File: config.mk
export PLATFORM = sky130hd
export DESIGN_NAME = bcd_seq_converter
export DESIGN_NICKNAME = d
export VERILOG_FILES = /design/src/rtl/bcd_pkg.sv /design/src/rtl/dabble_digit.sv /design/src/rtl/bcd_seq_converter.sv
export SDC_FILE = /design/constraint.sdc
export NUM_CORES = 1
export LEC_CHECK = 0
export ABC_CLOCK_PERIOD_IN_PS = 3200
export CAP_MARGIN = 20
export CORE_MARGIN = 2
export CORE_UTILIZATION = 25
export DETAILED_ROUTE_END_ITERATION = 10
export PLACE_DENSITY = 0.48
export SETUP_SLACK_MARGIN = 0.15
export SYNTH_ARGS = -nofsm -noshare
export SYNTH_HDL_FRONTEND = slang
export SYNTH_SLANG_ARGS = --single-unit
File: constraint.sdc
create_clock -name clk -period 3.2 [get_ports clk]
set_input_delay 0.64 -clock clk [delete_from_list [all_inputs] [get_ports clk]]
set_output_delay 0.64 -clock clk [all_outputs]
set_load 0.05 [all_outputs]
File: src/rtl/bcd_pkg.sv
// Shared definitions for the sequential binary-to-BCD converter and the
// seven_seg display path: display codes and the converter state encoding.
package bcd_pkg;

  // Seven-segment codes shared with the seven_seg digit decoders.
  localparam logic [3:0] SEG_OFF = 4'hA;  // blank digit
  localparam logic [3:0] SEG_NEG = 4'hB;  // minus sign

  // Converter state encoding.
  typedef enum logic [1:0] {
    IDLE  = 2'd0,
    SHIFT = 2'd1,
    DONE  = 2'd2
  } conv_state_t;

  // 10**n as a wide value, used to confirm at elaboration that DIGITS
  // decimal digits can hold the largest magnitude of a DATA_W sample.
  function automatic longint pow10(input int n);
    longint r;
    r = 1;
    for (int i = 0; i < n; i++) begin
      r = r * 10;
    end
    return r;
  endfunction

endpackage

File: src/rtl/dabble_digit.sv
// Double-dabble correction cell: a BCD nibble of 5 or more gets 3 added
// before the shift, so that the shift carries correctly into the next digit.
module dabble_digit (
  input  logic [3:0] bcd_in,
  output logic [3:0] bcd_out
);

  // Add-3 correction applied ahead of every left shift.
  always_comb begin
    bcd_out = bcd_in;
    if (bcd_in >= 4'd5) begin
      bcd_out = bcd_in + 4'd3;
    end
  end

endmodule

File: src/rtl/bcd_seq_converter.sv
// Sequential shift-add-3 (double-dabble) converter. Takes a two's-complement
// sample, converts its magnitude one bit per clock and presents registered
// BCD digits plus a sign-digit code for the seven_seg decoders.
//
// Optional build macro: LEADING_ZERO_BLANK_EN -- when defined, zero digits
// above the most significant nonzero digit are shown blank (digit 0 never).
//
// Handshake: a sample is transferred on a rising edge where in_valid and
// in_ready are both high. in_ready is high only in IDLE with rst_n high; an
// in_valid seen while in_ready is low is ignored and nothing is queued.
// out_valid is a one-cycle pulse marking the cycle digits/sign_code change.
module bcd_seq_converter
  import bcd_pkg::*;
#(
  parameter int DATA_W = 8,
  parameter int DIGITS = 3
) (
  input  logic                  clk,
  input  logic                  rst_n,
  input  logic [DATA_W-1:0]     in_data,
  input  logic                  in_valid,
  output logic                  in_ready,
  output logic [4*DIGITS-1:0]   digits,
  output logic [3:0]            sign_code,
  output logic                  out_valid
);

  localparam int BCD_W = 4 * DIGITS;
  localparam int CNT_W = $clog2(DATA_W + 1);
  localparam logic [CNT_W-1:0] LAST_SHIFT = CNT_W'(DATA_W - 1);

  // The magnitude can reach 2**(DATA_W-1) (most negative input), so the
  // digit count must cover that value.
  if (pow10(DIGITS) - 1 < (longint'(1) << (DATA_W - 1))) begin : g_range_check
    $error("bcd_seq_converter: DIGITS too small for DATA_W");
  end

  conv_state_t         state;
  logic                sign_q;
  logic [DATA_W-1:0]   mag_q;
  logic [BCD_W-1:0]    bcd_q;
  logic [CNT_W-1:0]    cnt_q;
  logic [DATA_W-1:0]   in_mag;
  logic [BCD_W-1:0]    bcd_adj;
  logic [BCD_W-1:0]    disp_digits;
  logic                accept;

  assign in_ready = (state == IDLE) && rst_n;
  assign accept   = in_valid && in_ready;

  // |in_data| fits in DATA_W unsigned bits, including -2**(DATA_W-1).
  assign in_mag = in_data[DATA_W-1] ? (~in_data + DATA_W'(1)) : in_data;

  // One add-3 cell per BCD digit, applied before each shift.
  for (genvar g = 0; g < DIGITS; g++) begin : g_dabble
    dabble_digit u_cell (
      .bcd_in  (bcd_q[4*g +: 4]),
      .bcd_out (bcd_adj[4*g +: 4])
    );
  end

`ifdef LEADING_ZERO_BLANK_EN
  logic lead_seen;

  // Blank zero digits above the most significant nonzero one; keep digit 0.
  always_comb begin
    disp_digits = bcd_q;
    lead_seen   = 1'b0;
    for (int i = DIGITS - 1; i >= 1; i--) begin
      if (!lead_seen && (bcd_q[4*i +: 4] == 4'd0)) begin
        disp_digits[4*i +: 4] = SEG_OFF;
      end else begin
        lead_seen = 1'b1;
      end
    end
  end
`else
  assign disp_digits = bcd_q;
`endif

  // Control FSM, conversion datapath and registered display outputs.
  always_ff @(posedge clk) begin
    if (!rst_n) begin
      state     <= IDLE;
      sign_q    <= 1'b0;
      mag_q     <= '0;
      bcd_q     <= '0;
      cnt_q     <= '0;
      digits    <= {DIGITS{SEG_OFF}};
      sign_code <= SEG_OFF;
      out_valid <= 1'b0;
    end else begin
      out_valid <= 1'b0;
      case (state)
        IDLE: begin
          if (accept) begin
            sign_q <= in_data[DATA_W-1];
            mag_q  <= in_mag;
            bcd_q  <= '0;
            cnt_q  <= '0;
            state  <= SHIFT;
          end
        end
        SHIFT: begin
          // {bcd, mag} shifted left by one after the add-3 correction.
          bcd_q <= {bcd_adj[BCD_W-2:0], mag_q[DATA_W-1]};
          mag_q <= {mag_q[DATA_W-2:0], 1'b0};
          cnt_q <= cnt_q + 1'b1;
          if (cnt_q == LAST_SHIFT) begin
            state <= DONE;
          end
        end
        DONE: begin
          digits    <= disp_digits;
          // Minus only for a negative sample with nonzero magnitude.
          sign_code <= (sign_q && (|bcd_q)) ? SEG_NEG : SEG_OFF;
          out_valid <= 1'b1;
          state     <= IDLE;
        end
        default: begin
          state <= IDLE;
        end
      endcase
    end
  end

endmodule

==> results of run 1 <==
-- routing by layer --
metal,track usage,up-vias
met2,0.184,26
met1,0.154,784
met4,0.0254,0
li1,-,879
met5,0,-
met3,0.0263,4
-- where the power goes --
part           switching (mW)  total [mW]  internal, mW
clock network           0.178       0.333         0.155
registers             0.00723       0.527         0.519
logic                  0.0646       0.106        0.0418
total                   0.249       0.966         0.717
-- through the flow --
stage	utilization	hold WS, ps	setup WS (ps)	instances	power (mW)
after CTS	0.311	464	851	364	0.979
after floorplan	-	430	1110	243	0.611
after global placement	0.301	450	861	356	0.645
final	0.311	463	866	364	0.966
after detailed placement	0.301	450	868	356	0.646
after global routing	0.311	493	808	364	1.02
-- registers in the layout, indices dropped and copies added, names as in the netlist --
name	count
out_valid	1
state	2
sign_q	1
bcd_q	12
digits	12
sign_code	1
mag_q	8
cnt_q	4
-- cell usage after synthesis (all sizes together) --
cell | number | share of area
o211ai | 3 | 0.011
nand3b | 1 | 0.0037
a22oi | 4 | 0.015
inv | 9 | 0.017
buf | 13 | 0.040
nand2b | 6 | 0.018
nor4 | 2 | 0.0061
o21a | 1 | 0.0037
nor4b | 3 | 0.013
a22o | 4 | 0.017
o21bai | 1 | 0.0037
clkbuf | 4 | 0.0073
xor2 | 2 | 0.0086
nor3 | 3 | 0.0073
a222oi | 1 | 0.0049
nand4 | 5 | 0.015
a21boi | 12 | 0.044
mux2i | 1 | 0.0049
and3 | 2 | 0.0061
nor3b | 3 | 0.013
a31oi | 2 | 0.0061
nor2 | 5 | 0.0092
mux2 | 3 | 0.017
o221ai | 4 | 0.017
conb | 2 | 0.0037
nor2b | 7 | 0.021
a21oi | 8 | 0.020
ha | 10 | 0.061
o31ai | 1 | 0.0037
o21ai | 16 | 0.041
nand2 | 39 | 0.072
xnor2 | 3 | 0.013
and2 | 3 | 0.0092
nand3 | 16 | 0.039
or2 | 1 | 0.0031
dfxtp | 41 | 0.40
or4 | 1 | 0.0037
-- final timing paths --
kind	from	end	slack, ps	cells after the start
setup / recovery	rst_n	in_ready	870	3
setup reg to reg	bcd_q[5]	bcd_q[6]	1540	6
hold / removal	digits[10]	digits[10]	460	2
hold reg to reg	digits[10]	digits[10]	460	2
-- final cells by class --
| cell class | instances | share of cell area |
|---|---|---|
| Sequential cell | 41 | 0.336 |
| Inverter | 9 | 0.0138 |
| Timing Repair Buffer | 28 | 0.116 |
| Clock buffer | 8 | 0.0328 |
| Multi-Input combinational cell | 176 | 0.449 |
| Tap cell | 102 | 0.0523 |
-- logic make-up after synthesis --
group	Yosys count	synth area share
DFF	41	0.401
muxes	4	0.0214
AOI/OAI and AO/OA	57	0.187
other	2	0.00367
adders and majority gates	10	0.0612
and+or+nand+nor	97	0.240
xor gates and xnor gates	5	0.0214
buffers and inverters	26	0.0642
-- critical path, cell delays in order --
cell	delay (ps)
clkdlybuf4s50_1	510
nor3b_2	350
buf_12	190
-- placed cells by master (no fill, tap or decap), types with 2 or more instances in the layout --
cell type and instances:
a21boi_0 11, a21oi_1 8, a22o_1 4, a22oi_1 4, a31oi_1 2, and2_1 3
and3_1 2, buf_4 3, clkbuf_1 3, clkbuf_8 5, clkdlybuf4s50_1 24, conb_1 3
dfxtp_1 41, ha_1 10, inv_1 9, mux2_2 3, nand2_1 39, nand2b_1 6
nand3_1 16, nand4_1 5, nor2_1 5, nor2b_1 7, nor3_1 3, nor3b_1 2
nor4_1 2, nor4b_1 3, o211ai_1 3, o21ai_0 14, o221ai_1 4, xnor2_1 3
xor2_1 2
==> flow_metrics.py, run 1 <==
metrics = {
    "layout": {
        "regArea_sq_um": 821,
        "drive_gt1_frac": 0.0534,
        "fin_area_sq_mm": 0.00244,
        "finalNetCount": 282,
        "syn_to_final_growth_pct": 19.4,
        "multi_input_area_sq_mm": 0.00110,
        "fillCellCount": 875,
        "diodes": 0,
    },
    "timing": {
        "fin_crit_sh": 0.729,
        "skew_ps": 3.82,
        "worst_pin_slew_ps": 837,
        "fmax_mhz": 428,
        "drv_slew": 0,
        "fin_setup_tns_ps": 0,
        "rsz0062_at_grt": "no",
        "finalSetupViolCount": 0,
        "maxSlewHeadroom": 0.441,
        "hold_violations": 0,
        "min_period_ps": 2330,
    },
    "clock_network": {
        "cts_sinks": 41,
        "cts_root_buffer": "clkbuf_8",
        "cts_buffers": 5,
        "cts_setup_buffers": 0,
        "clockBufferDepth": 2,
        "cts_tree": "done",
        "clkSlewWorstSetupHoldPaths_ps": 80,
        "cts_hold_buffers": 0,
        "ctsResizeCount": 0,
        "clock_latency_ps": 290,
        "htreeDepth": 2,
    },
    "worst_setup_path": {
        "cp-end-kind": "output port",
        "crit_required_ps": 2560,
        "crit_fanout": 3,
        "startpoint_type": "input port",
        "worstPathArrival_ps": 1690,
        "crit_type": "input port to output port",
    },
    "routing": {
        "wl_met1_microns": 2360,
        "wl_met2_microns": 2250,
        "ant_nets": 0,
        "wl_microns": 4790,
        "drtIter0Drc": 87,
        "dr_wl_met3_microns": 156,
        "routedWlPerCell_microns": 13.2,
        "first_pass_iters": 5,
        "dr_total_vias": 1693,
        "vias_per_cell": 4.65,
        "drc_errors": 0,
        "routed.top_layer": "met4",
    },
    "power": {
        "peakVddDrop_mv": 0.157,
        "powerDensity_mw_per_mm2": 395,
        "power.leakage_nw": 0.881,
    },
    "grt": {
        "grt_max_degree": 47,
        "grt_pass1_wl_microns": 7910,
        "grt_pass1_vias": 1593,
        "overflow": 0,
        "grt_usage": 0.114,
        "antenna_found_initial": 0,
    },
    "die": {
        "dieHeight_microns": 94.5,
        "die_w_microns": 94.5,
        "num_rows": 32,
        "die-area_sq_mm": 0.00892,
        "start_util": 0.261,
        "ios": 29,
        "core_sq_mm": 0.00785,
    },
    "placement": {
        "portBuffers": 25,
        "routabilityCongestion": 0.736,
        "hpwl_microns": 3250,
        "placed_area_sq_mm": 0.00236,
    },
    "synthesis": {
        "netlist_instances": 242,
        "synthesis.area_sq_mm": 0.00205,
        "avgSynthCellArea_sq_um": 8.45,
        "ys_ff_latch": 41,
        "yosysWarnings": 0,
        "synth_cell_types": 44,
        "yosysSeqAreaShare": 0.401,
    },
    "worst_hold_path": {
        "hp-class": "flip-flop to flip-flop",
    },
    "status": {
        "status": "complete, no violations",
    },
    "flow_run": {
        "maxCapViolCount": 0,
    },
}
(Power assumes the default switching activity.)
==> run 2: changes to the inputs <==
- ABC_CLOCK_PERIOD_IN_PS: 3200 -> 1900
- PLACE_DENSITY: 0.48 -> 0.49
- clock period: 3.2 -> 1.9 ns (I/O delays scaled with it)
==> flow_metrics.py, run 2 (synthesis gave the netlist of run 1 again) <==
metrics = {
    "timing": {
        "fin_crit_sh": 0.852,
        "fmax_mhz": 618,
        "hold_violations": 0,
        "skew_ps": 8.30,
        "finalSetupViolCount": 0,
        "min_period_ps": 1620,
        "whs_ps": 463,
        "setup_ws_ps": 281,
        "rsz0062_at_grt": "no",
        "fin_setup_tns_ps": 0,
        "drv_slew": 0,
    },
    "die": {
        "num_rows": 32,
        "dieHeight_microns": 94.5,
        "start_util": 0.261,
        "die-area_sq_mm": 0.00892,
        "ios": 29,
        "core_sq_mm": 0.00785,
        "die_w_microns": 94.5,
    },
    "routing": {
        "ant_nets": 0,
        "vias_per_cell": 4.67,
        "first_pass_iters": 6,
        "drc_errors": 0,
        "routed.top_layer": "met4",
        "dr_total_vias": 1773,
        "dr_wl_met3_microns": 214,
        "routedWlPerCell_microns": 12.7,
        "wl_microns": 4810,
        "wl_met2_microns": 2100,
        "drtIter0Drc": 62,
        "wl_met1_microns": 2430,
    },
    "layout": {
        "final_common_cell": "dfxtp_1",
        "layout_common_cells": "dfxtp_1 (41), nand2_1 (39), buf_4 (22), nand3_1 (16), o21ai_0 (14)",
        "fin_util": 0.333,
        "reg.largest.list": "bcd_q: 12 flops, digits: 12 flops, mag_q: 8 flops",
        "finalNetCount": 298,
        "diodes": 0,
        "drive_gt1_frac": 0.140,
        "fillCellCount": 869,
        "syn_to_final_growth_pct": 27.7,
        "stdcell_count": 380,
    },
    "worst_hold_path": {
        "hp-class": "flip-flop to flip-flop",
    },
    "clock_network": {
        "cts_root_buffer": "clkbuf_8",
        "cts_sinks": 41,
        "clkSlewWorstSetupHoldPaths_ps": 80,
        "cts_tree": "done",
        "htreeDepth": 2,
        "cts_buffers": 5,
        "clockBufferDepth": 2,
        "clock_latency_ps": 300,
    },
    "grt": {
        "grt_max_degree": 38,
        "antenna_found_initial": 0,
        "grt_pass1_vias": 1650,
        "overflow": 0,
        "grt_pass1_wl_microns": 8020,
        "grt_usage": 0.116,
    },
    "placement": {
        "post-place-ws_ps": 61.9,
        "place_inst": 371,
        "hpwl_microns": 3390,
        "routabilityCongestion": 0.768,
        "portBuffers": 25,
    },
    "status": {
        "status": "complete, no violations",
    },
    "power": {
        "peakVddDrop_mv": 0.269,
        "powerDensity_mw_per_mm2": 707,
        "power.leakage_nw": 1.01,
    },
    "worst_setup_path": {
        "worstPathArrival_ps": 1850,
        "crit_type": "flip-flop to flip-flop",
        "ff2ff_setup_slack_ps": 280,
        "crit_fanout": 5,
        "crit_required_ps": 2130,
        "cp-end-kind": "flip-flop",
        "startpoint_type": "flip-flop",
    },
    "flow_run": {
        "maxCapViolCount": 0,
    },
}
==> run 2: cell count changes in the layout (fill, tap and decap cells not counted), sizes merged <==
cell / delta
bufinv: +1
dlygate4sd2: +10
clkbuf: -1
buf: +21
clkdlybuf4s50: -15
==> run 2: worst max-delay path, stage by stage (launching register included) <==
cell and delay (ps):
dfxtp_1 330, inv_1 90, ha_1 190, nand2b_1 130
a21oi_1 280, mux2_2 370, o21ai_0 140
==> run 2: power breakdown <==
part           leakage [nW]  internal, mW  total, mW  switching [mW]
logic                 0.616        0.0963      0.209           0.113
clock network        0.0585         0.429      0.751           0.322
registers             0.332         0.875      0.887          0.0118
==> run 2: worst paths after layout <==
path / cells after the start / end / start
max: 6 / bcd_q[10] / bcd_q[9]
max reg2reg: 6 / bcd_q[10] / bcd_q[9]
min: 2 / digits[10] / digits[10]
min reg2reg: 2 / digits[10] / digits[10]
==> run 2: final cells by class <==
type	count	area (sq um)	share of cell area
clock buffer	7	86.3	0.0330
clock inverter	1	30.0	0.0115
inverter	9	33.8	0.0129
multi-input combinational	176	1110	0.425
sequential	41	821	0.314
tap	102	128	0.0489
timing repair buffer	44	403	0.154
==> run 2: stage by stage <==
step                      power, mW  area [sq um]
after floorplan                1.03          2060
after global placement         1.12          2490
after detailed placement       1.12          2490
after CTS                      1.86          2610
after global routing           1.91          2610
final                          1.85          2610
==> run 2: routing by layer <==
layer  global-route usage  vias to the layer above
met3               0.0263                        7
met4               0.0399                        0
met5                    0                        -
met2                0.181                       40
met1                0.156                      813
li1                     -                      913
==> run 2: repair_timing <==
item,CTS,global route
gates resized for setup,10,2
hold buffers,0,0
endpoints found under the setup margin,10,2
buffers inserted,1,0
==> run 3: changes to the inputs <==
- CORE_ASPECT_RATIO: not set -> 2
- GPL_ROUTABILITY_DRIVEN: not set -> 0
==> flow_metrics.py, run 3 (synthesis gave the netlist of run 1 again) <==
metrics = {
    "layout": {
        "fillCellCount": 848,
        "layout_common_cells": "dfxtp_1 (41), nand2_1 (39), buf_4 (23), nand3_1 (16), o21ai_0 (14)",
        "drive_gt1_frac": 0.137,
        "final_common_cell": "dfxtp_1",
        "diodes": 0,
        "reg.largest.list": "bcd_q: 12 flops, digits: 12 flops, mag_q: 8 flops",
        "finalNetCount": 298,
        "syn_to_final_growth_pct": 28.0,
    },
    "worst_setup_path": {
        "cp-end-kind": "flip-flop",
        "worstPathArrival_ps": 1800,
        "reg2regPathDepth": 6,
        "crit_fanout": 6,
        "crit_required_ps": 2110,
        "crit_type": "flip-flop to flip-flop",
        "startpoint_type": "flip-flop",
    },
    "grt": {
        "grt_pass1_wl_microns": 8150,
        "overflow": 0,
        "grt_pass1_vias": 1703,
        "grt_usage": 0.120,
        "grt_max_degree": 41,
        "antenna_found_initial": 0,
    },
    "die": {
        "dieHeight_microns": 132,
        "die_w_microns": 68.0,
        "ios": 29,
        "start_util": 0.258,
        "die-area_sq_mm": 0.00897,
        "num_rows": 46,
        "core_sq_mm": 0.00794,
    },
    "power": {
        "total_switching_power_uw": 437,
        "power.share.sequential": 0.463,
        "clkPwrFrac": 0.432,
        "power.leakage_nw": 1.02,
        "peakVddDrop_mv": 0.448,
        "internal-power_mw": 1.48,
        "powerDensity_mw_per_mm2": 734,
        "p_comb_frac": 0.105,
        "p_sw_frac": 0.228,
    },
    "placement": {
        "post-place-ws_ps": 1.85,
        "portBuffers": 25,
        "hpwl_microns": 3750,
    },
    "timing": {
        "setup_ws_ps": 309,
        "min_period_ps": 1590,
        "drv_slew": 0,
        "whs_ps": 457,
        "fin_setup_tns_ps": 0,
        "finalSetupViolCount": 0,
        "skew_ps": 3.37,
        "fin_crit_sh": 0.837,
        "rsz0062_at_grt": "no",
        "fmax_mhz": 629,
        "hold_violations": 0,
    },
    "routing": {
        "drc_errors": 0,
        "ant_nets": 0,
        "vias_per_cell": 4.70,
        "first_pass_iters": 4,
        "dr_total_vias": 1752,
        "drtIter0Drc": 48,
        "routedWlPerCell_microns": 13.0,
        "wl_microns": 4850,
    },
    "clock_network": {
        "cts_hold_buffers": 0,
        "clock_latency_ps": 280,
        "cts_sinks": 41,
        "cts_root_buffer": "clkbuf_16",
        "cts_tree": "done",
        "clkSlewWorstSetupHoldPaths_ps": 60,
        "cts_buffers": 5,
        "htreeDepth": 2,
        "clockBufferDepth": 2,
    },
    "flow_run": {
        "maxCapViolCount": 0,
    },
    "status": {
        "status": "complete, no violations",
    },
    "worst_hold_path": {
        "holdPathStages": 2,
        "hp-class": "flip-flop to flip-flop",
    },
}
[run 3: layout make-up]
cell class              count  area, sq um  share of cell area
multi-input cells         176         1110               0.424
flip-flops and latches     41          821               0.314
repair buffers             44          390               0.149
clock buffers               7          143              0.0545
well taps                  96          120              0.0459
inverters                   9         33.8              0.0129
[run 3: repair_timing]
item,4_1_cts,5_1_grt
hold endpoints to repair,0,0
setup endpoints to repair,10,2
cloned,0,0
gates resized for setup,10,2
buffers inserted,0,0
[run 3: worst paths after layout]
| check | start | slack [ps] | to |
|---|---|---|---|
| max reg2reg | bcd_q[0] | 310 | bcd_q[2] |
| max | bcd_q[0] | 310 | bcd_q[2] |
| min | digits[2] | 460 | digits[2] |
| min reg2reg | digits[2] | 460 | digits[2] |
[run 3: per-stage QoR]
stage | util | cell area [sq um] | instances | power, mW
2_1_floorplan | - | 2060 | 243 | 1.03
3_3_place_gp | 0.312 | 2480 | 366 | 1.11
3_5_place_dp | 0.312 | 2480 | 366 | 1.11
4_1_cts | 0.329 | 2610 | 373 | 1.96
5_1_grt | 0.330 | 2620 | 373 | 2.00
6_report | 0.330 | 2620 | 373 | 1.92
[run 3: worst max-delay path, cell delays in order, from the launching register on]
cell	delay [ps]
dfxtp_1	360
inv_1	100
ha_1	250
nand2b_1	110
a21oi_2	210
mux2_2	360
o21ai_0	130
[run 3: power by group through the flow]
stage	Sequential, mW	Combinational, mW	Clock [mW]
6_report	0.888	0.201	0.830
5_1_grt	0.890	0.222	0.890
4_1_cts	0.889	0.205	0.864
3_5_place_dp	0.908	0.205	0
3_3_place_gp	0.907	0.205	0
2_1_floorplan	0.904	0.127	0
[run 3: layer usage]
metal	global-route usage	vias up	part of all wire
li1	-	908	-
met1	0.117	815	0.37
met2	0.224	24	0.58
met3	0.0282	5	0.031
met4	0.0500	0	0.019
met5	0	-	0
